$ cat src/rtl/mem_arb_pkg.sv
// Shared types and default widths for the two-port memory arbiter.
package mem_arb_pkg;

    localparam int ADDR_W_DEF = 16;
    localparam int DATA_W_DEF = 32;

    typedef enum logic {
        IDLE  = 1'b0,
        RDATA = 1'b1
    } arb_state_e;

    typedef enum logic {
        REQ_CORE = 1'b0,
        REQ_DBG  = 1'b1
    } req_id_e;

endpackage

$ cat src/rtl/mem_arbiter_if.sv
// Bundle of the core port, debug port and memory-side signals of the arbiter.
interface mem_arbiter_if #(
    parameter int ADDR_W = mem_arb_pkg::ADDR_W_DEF,
    parameter int DATA_W = mem_arb_pkg::DATA_W_DEF
) ();

    logic              core_req;
    logic              core_we;
    logic [ADDR_W-1:0] core_addr;
    logic [DATA_W-1:0] core_wdata;
    logic              core_gnt;
    logic              core_rvalid;
    logic [DATA_W-1:0] core_rdata;

    logic              dbg_req;
    logic              dbg_we;
    logic [ADDR_W-1:0] dbg_addr;
    logic [DATA_W-1:0] dbg_wdata;
    logic              dbg_gnt;
    logic              dbg_rvalid;
    logic [DATA_W-1:0] dbg_rdata;

    logic              mem_wen;
    logic              mem_ren;
    logic [ADDR_W-1:0] mem_addr;
    logic [DATA_W-1:0] mem_wdata;
    logic [DATA_W-1:0] mem_rdata;

    // Arbiter side: serves both requesters and drives the memory.
    modport slave (
        input  core_req, core_we, core_addr, core_wdata,
        output core_gnt, core_rvalid, core_rdata,
        input  dbg_req, dbg_we, dbg_addr, dbg_wdata,
        output dbg_gnt, dbg_rvalid, dbg_rdata,
        output mem_wen, mem_ren, mem_addr, mem_wdata,
        input  mem_rdata
    );

    // Requester/memory side as seen from outside the arbiter.
    modport master (
        output core_req, core_we, core_addr, core_wdata,
        input  core_gnt, core_rvalid, core_rdata,
        output dbg_req, dbg_we, dbg_addr, dbg_wdata,
        input  dbg_gnt, dbg_rvalid, dbg_rdata,
        input  mem_wen, mem_ren, mem_addr, mem_wdata,
        output mem_rdata
    );

endinterface

$ cat src/rtl/mem_arbiter_arb_pick.sv
// Combinational winner select: one-hot grant {dbg, core} from the request bits and preferred requester.
module arb_pick
    import mem_arb_pkg::*;
(
    input  logic [1:0] req_i,
    input  req_id_e    ptr_i,
    output logic [1:0] gnt_o
);

    always_comb begin
        gnt_o = req_i;
        if (&req_i) begin
            gnt_o = (ptr_i == REQ_DBG) ? 2'b10 : 2'b01;
        end
    end

endmodule

$ cat src/rtl/mem_arbiter.sv
// Two-requester arbiter for the single-ported unified memory; define MEM_ARB_RR_EN for round-robin,
// otherwise the core has fixed priority over the debug port.
module mem_arbiter
    import mem_arb_pkg::*;
(
    input  logic          clk,
    input  logic          rst,
    mem_arbiter_if.slave  bus
);

    arb_state_e state_q, state_d;
    req_id_e    owner_q, owner_d;
    req_id_e    ptr;
    logic [1:0] req_v;
    logic [1:0] gnt_v;

`ifdef MEM_ARB_RR_EN
    req_id_e ptr_q, ptr_d;

    always_ff @(posedge clk or negedge rst) begin
        if (!rst) ptr_q <= REQ_CORE;
        else      ptr_q <= ptr_d;
    end

    // After a grant the requester that lost (or was absent) becomes preferred.
    always_comb begin
        ptr_d = ptr_q;
        if (gnt_v[0])      ptr_d = REQ_DBG;
        else if (gnt_v[1]) ptr_d = REQ_CORE;
    end

    assign ptr = ptr_q;
`else
    assign ptr = REQ_CORE;
`endif

    // Gating with rst keeps grants and enables low for the whole reset window.
    assign req_v = (state_q == IDLE && rst) ? {bus.dbg_req, bus.core_req} : 2'b00;

    arb_pick u_pick (
        .req_i (req_v),
        .ptr_i (ptr),
        .gnt_o (gnt_v)
    );

    always_ff @(posedge clk or negedge rst) begin
        if (!rst) begin
            state_q <= IDLE;
            owner_q <= REQ_CORE;
        end else begin
            state_q <= state_d;
            owner_q <= owner_d;
        end
    end

    always_comb begin
        state_d         = state_q;
        owner_d         = owner_q;
        bus.core_gnt    = gnt_v[0];
        bus.dbg_gnt     = gnt_v[1];
        bus.core_rvalid = 1'b0;
        bus.core_rdata  = '0;
        bus.dbg_rvalid  = 1'b0;
        bus.dbg_rdata   = '0;
        bus.mem_wen     = 1'b0;
        bus.mem_ren     = 1'b0;
        bus.mem_addr    = '0;
        bus.mem_wdata   = '0;
        case (state_q)
            IDLE: begin
                if (gnt_v[1]) begin
                    bus.mem_addr  = bus.dbg_addr;
                    bus.mem_wdata = bus.dbg_wdata;
                    if (bus.dbg_we) begin
                        bus.mem_wen = 1'b1;
                    end else begin
                        bus.mem_ren = 1'b1;
                        owner_d     = REQ_DBG;
                        state_d     = RDATA;
                    end
                end else if (gnt_v[0]) begin
                    bus.mem_addr  = bus.core_addr;
                    bus.mem_wdata = bus.core_wdata;
                    if (bus.core_we) begin
                        bus.mem_wen = 1'b1;
                    end else begin
                        bus.mem_ren = 1'b1;
                        owner_d     = REQ_CORE;
                        state_d     = RDATA;
                    end
                end
            end
            RDATA: begin
                if (owner_q == REQ_DBG) begin
                    bus.dbg_rvalid = 1'b1;
                    bus.dbg_rdata  = bus.mem_rdata;
                end else begin
                    bus.core_rvalid = 1'b1;
                    bus.core_rdata  = bus.mem_rdata;
                end
                state_d = IDLE;
            end
            default: state_d = IDLE;
        endcase
    end

endmodule

$ cat src/flat_wrapper.sv
// flat-port wrapper written by rule: the top's interface ports become plain ports
module mem_arbiter_flat import mem_arb_pkg::*;
  (clk, rst, bus_core_req, bus_core_we, bus_core_addr, bus_core_wdata, bus_core_gnt, bus_core_rvalid, bus_core_rdata, bus_dbg_req, bus_dbg_we, bus_dbg_addr, bus_dbg_wdata, bus_dbg_gnt, bus_dbg_rvalid, bus_dbg_rdata, bus_mem_wen, bus_mem_ren, bus_mem_addr, bus_mem_wdata, bus_mem_rdata);
  mem_arbiter_if bus_i ();
  input  logic clk;
  input  logic rst;
  input wire logic [$bits(bus_i.core_req)-1:0] bus_core_req;
  input wire logic [$bits(bus_i.core_we)-1:0] bus_core_we;
  input wire logic [$bits(bus_i.core_addr)-1:0] bus_core_addr;
  input wire logic [$bits(bus_i.core_wdata)-1:0] bus_core_wdata;
  output wire logic [$bits(bus_i.core_gnt)-1:0] bus_core_gnt;
  output wire logic [$bits(bus_i.core_rvalid)-1:0] bus_core_rvalid;
  output wire logic [$bits(bus_i.core_rdata)-1:0] bus_core_rdata;
  input wire logic [$bits(bus_i.dbg_req)-1:0] bus_dbg_req;
  input wire logic [$bits(bus_i.dbg_we)-1:0] bus_dbg_we;
  input wire logic [$bits(bus_i.dbg_addr)-1:0] bus_dbg_addr;
  input wire logic [$bits(bus_i.dbg_wdata)-1:0] bus_dbg_wdata;
  output wire logic [$bits(bus_i.dbg_gnt)-1:0] bus_dbg_gnt;
  output wire logic [$bits(bus_i.dbg_rvalid)-1:0] bus_dbg_rvalid;
  output wire logic [$bits(bus_i.dbg_rdata)-1:0] bus_dbg_rdata;
  output wire logic [$bits(bus_i.mem_wen)-1:0] bus_mem_wen;
  output wire logic [$bits(bus_i.mem_ren)-1:0] bus_mem_ren;
  output wire logic [$bits(bus_i.mem_addr)-1:0] bus_mem_addr;
  output wire logic [$bits(bus_i.mem_wdata)-1:0] bus_mem_wdata;
  input wire logic [$bits(bus_i.mem_rdata)-1:0] bus_mem_rdata;
  assign bus_i.core_req = bus_core_req;
  assign bus_i.core_we = bus_core_we;
  assign bus_i.core_addr = bus_core_addr;
  assign bus_i.core_wdata = bus_core_wdata;
  assign bus_core_gnt = bus_i.core_gnt;
  assign bus_core_rvalid = bus_i.core_rvalid;
  assign bus_core_rdata = bus_i.core_rdata;
  assign bus_i.dbg_req = bus_dbg_req;
  assign bus_i.dbg_we = bus_dbg_we;
  assign bus_i.dbg_addr = bus_dbg_addr;
  assign bus_i.dbg_wdata = bus_dbg_wdata;
  assign bus_dbg_gnt = bus_i.dbg_gnt;
  assign bus_dbg_rvalid = bus_i.dbg_rvalid;
  assign bus_dbg_rdata = bus_i.dbg_rdata;
  assign bus_mem_wen = bus_i.mem_wen;
  assign bus_mem_ren = bus_i.mem_ren;
  assign bus_mem_addr = bus_i.mem_addr;
  assign bus_mem_wdata = bus_i.mem_wdata;
  assign bus_i.mem_rdata = bus_mem_rdata;
  mem_arbiter u_core (.clk(clk), .rst(rst), .bus(bus_i));
endmodule
$ cat config.mk
export PLATFORM = sky130hd
export DESIGN_NAME = mem_arbiter_flat
export DESIGN_NICKNAME = d
export VERILOG_FILES = /design/src/rtl/mem_arb_pkg.sv /design/src/rtl/mem_arbiter_if.sv /design/src/rtl/mem_arbiter_arb_pick.sv /design/src/rtl/mem_arbiter.sv /design/src/flat_wrapper.sv
export SDC_FILE = /design/constraint.sdc
export NUM_CORES = 1
export LEC_CHECK = 0
export ABC_AREA = 1
export BUFFER_PORTS_ARGS = -buffer_cell sky130_fd_sc_hd__buf_2
export CELL_PAD_IN_SITES_DETAIL_PLACEMENT = 1
export CELL_PAD_IN_SITES_GLOBAL_PLACEMENT = 1
export CORE_MARGIN = 1
export CORE_UTILIZATION = 10
export DETAILED_ROUTE_END_ITERATION = 16
export MAX_ROUTING_LAYER = met4
export PLACE_DENSITY_LB_ADDON = 0.1
export SYNTH_ARGS = -nofsm -noshare
export SYNTH_HDL_FRONTEND = slang
export SYNTH_SLANG_ARGS = --single-unit
$ cat constraint.sdc
create_clock -name clk -period 1.3 [get_ports clk]
set_input_delay 0.26 -clock clk [delete_from_list [all_inputs] [get_ports clk]]
set_output_delay 0.26 -clock clk [all_outputs]
set_load 0.02 [all_outputs]
==> flow_metrics.tcl <==
set metrics [dict create \
    status "complete, but fails checks" \
    violations "setup timing" \
    route.vias.total 2663 \
    fp.dieW_um 110.1 \
    io_buffers 251 \
    placedCellCount 674 \
    grt_max_degree 24 \
    overflow 0 \
    io_pins 252 \
    dr.pass1.iters 4 \
    cp_num_buf_inv 3 \
    end_kind "output pin" \
    path_class "flop to output pin" \
    detail_route.vias_per_cell 3.848 \
    nets 685 \
    place_ws_ns -0.2415 \
    drt_iter0_drc 53 \
    wl_um 8440 \
    area_growth_pct 233.1 \
    remaining_drc_errors 0 \
    design.die.area_sq_mm 0.01212 \
    layout_setup_ws_ns -0.3630 \
    ant_nets 0 \
    synth_area_sq_mm 0.001169 \
    clockBufferDepth 2 \
    ys_ff_latch 2 \
    wl_per_cell_um 12.20 \
    cp_max_fo 18 \
    die-height_um 110.1 \
    fin_hold_ws_ns 0.4892 \
    finClkSkew_ns 0.0007831 \
    grtUsageTotal_pct 13.19 \
    fmax_mhz 601.3 \
    grt_pass1_vias 2595 \
    arrival_ns 1.40 \
    slowest_stage "dfrtp_1" \
    setup_viol 120 \
    synth_cell_types 15 \
    rsz0062_at_grt "true" \
    dp_hpwl_um 6619 \
    finalMaxSlewViolations 0 \
    ys_warn_count 0 \
    fin_crit_ns 1.663 \
    layout.cells.non_filler 692 \
    cts_buffers 3 \
    cts_max_level 1 \
    synthCells 280 \
    clk_pin_slew_worst_paths_ns 0.03 \
    grt_pass1_wl_um 12040 \
    gp_congestion 0.7140 \
    setup_tns_ns -35.03 \
    start_kind "flop" \
    power_density_mw_per_mm2 473.0 \
    synth-seq-area-share_pct 4.283 \
    cts_tree "done" \
    cp.required_ns 1.04 \
    diodes 0 \
    crit_family "flip-flops" \
    rows 39 \
    cts.sinks 2 \
    drive_gt1_share_pct 69.40 \
    hold_viol 0 \
    total_power_mw 1.841 \
    yosys.area.top_type "nand2_1" \
    p_leak_nw 2.308 \
    crit_chain "nor2_4, nand3_4, clkinv_8, buf_12, nand2_1, nand2_2, buf_4" \
    min_path_type "primary input to asynchronous set/reset pin" \
    peakVddDrop_uv 253.9 \
    cpPeakStageDelay_ns 0.39 \
    syn_avg_cell_area_sq_um 4.174 \
    final_cell_mix "buf_2 (134), nand2_1 (97), buf_4 (92)" \
    final_common_cell "buf_2" \
    insertion_delay_ns 0.22 \
    synthTopCellsByArea "nand2_1 (48%), nor2_1 (21%), inv_1 (12%), dfrtp_1 (4.3%), buf_6 (3.9%)" \
    core_area_sq_mm 0.01142 \
    maxCapViolations 0 \
    initial_utilization_pct 10.23 \
    antenna_found_initial 0 \
    fin_crit_sh_pct 127.9 \
    ff2ff_setup_slack_ns -0.23 \
    worst_slew_pin_slew_ns 0.2205 \
    synth_fp_nets 414 \
    slew_headroom_pct 85.30 \
    synth_top_area_share_pct 48.18 \
    cts_root_buffer "clkbuf_16" \
]
-- repair_timing --
action / 4_1_cts / 5_1_grt
resized for setup: 158 / 38
setup buffers: 6 / 2
cloned: 5 / 1
hold buffers: 1 / 0
pin swaps: 3 / 0
endpoints found under the setup margin: 118 / 120
hold endpoints to repair: 2 / 0
-- registers in the layout, indices dropped and copies added, names as in the netlist --
| register | flops |
|---|---|
| u_core.owner_q | 1 |
| u_core.state_q | 1 |
-- cell families after synthesis --
logic type / share of synthesized area, %
compound gates: 0.4279
buf+inv: 22.91
flops: 4.283
simple gates: 72.38
-- cells in the mapped netlist --
| cell | n |
|---|---|
| nand2_1 | 150 |
| nor2_1 | 65 |
| inv_1 | 37 |
| buf_2 | 7 |
| buf_6 | 4 |
| inv_2 | 4 |
| clkbuf_1 | 3 |
| dfrtp_1 | 2 |
| nand4_1 | 2 |
| buf_4 | 1 |
| buf_8 | 1 |
| nand3_1 | 1 |
| nand3_2 | 1 |
| nor2_4 | 1 |
| o21ai_0 | 1 |
-- cell type report --
cell class                      count  area (sq um)
Clock buffer                        3         75.07
Fill cell                        1486          7526
Inverter                           41         176.4
Multi-Input combinational cell    221          1260
Sequential cell                     2         50.05
Tap cell                          143         178.9
Timing Repair Buffer              282          2152
-- through the flow --
step,util (%),area (sq um)
3_5_place_dp,26.56,3033
6_report,34.09,3892
5_1_grt,34.09,3892
3_3_place_gp,26.56,3033
2_1_floorplan,-,1501
4_1_cts,32.95,3762
-- power by group --
part           total (mW)  switching [mW]  leakage, nW  internal (mW)
Clock               0.459          0.0676       0.0370          0.391
Sequential         0.0763         0.00818       0.0268         0.0681
Combinational        1.31           0.678         2.24          0.628
-- path summary, 6_finish.rpt --
path                           startpoint  depth (start not counted)                to
min in group clk              bus_core_we                          6    u_core.owner_q
setup / recovery           u_core.state_q                          7  bus_mem_addr[14]
hold reg to reg            u_core.owner_q                          3    u_core.owner_q
hold / removal                        rst                          3    u_core.owner_q
setup reg to reg           u_core.state_q                         11    u_core.owner_q
max in group asynchronous             rst                          3    u_core.state_q
-- layer usage --
metal  GRT usage (%)  share of wire, %
met4           3.102              0.63
met1           12.87                33
met2           26.70                57
met3           2.234               9.7
met5               -                 0
-- tightest hold or removal path, cell delays in order --
cell and delay, ns:
buf_2 0.09, buf_4 0.10, dlygate4sd3_1 0.59
(Power assumes the default switching activity.)
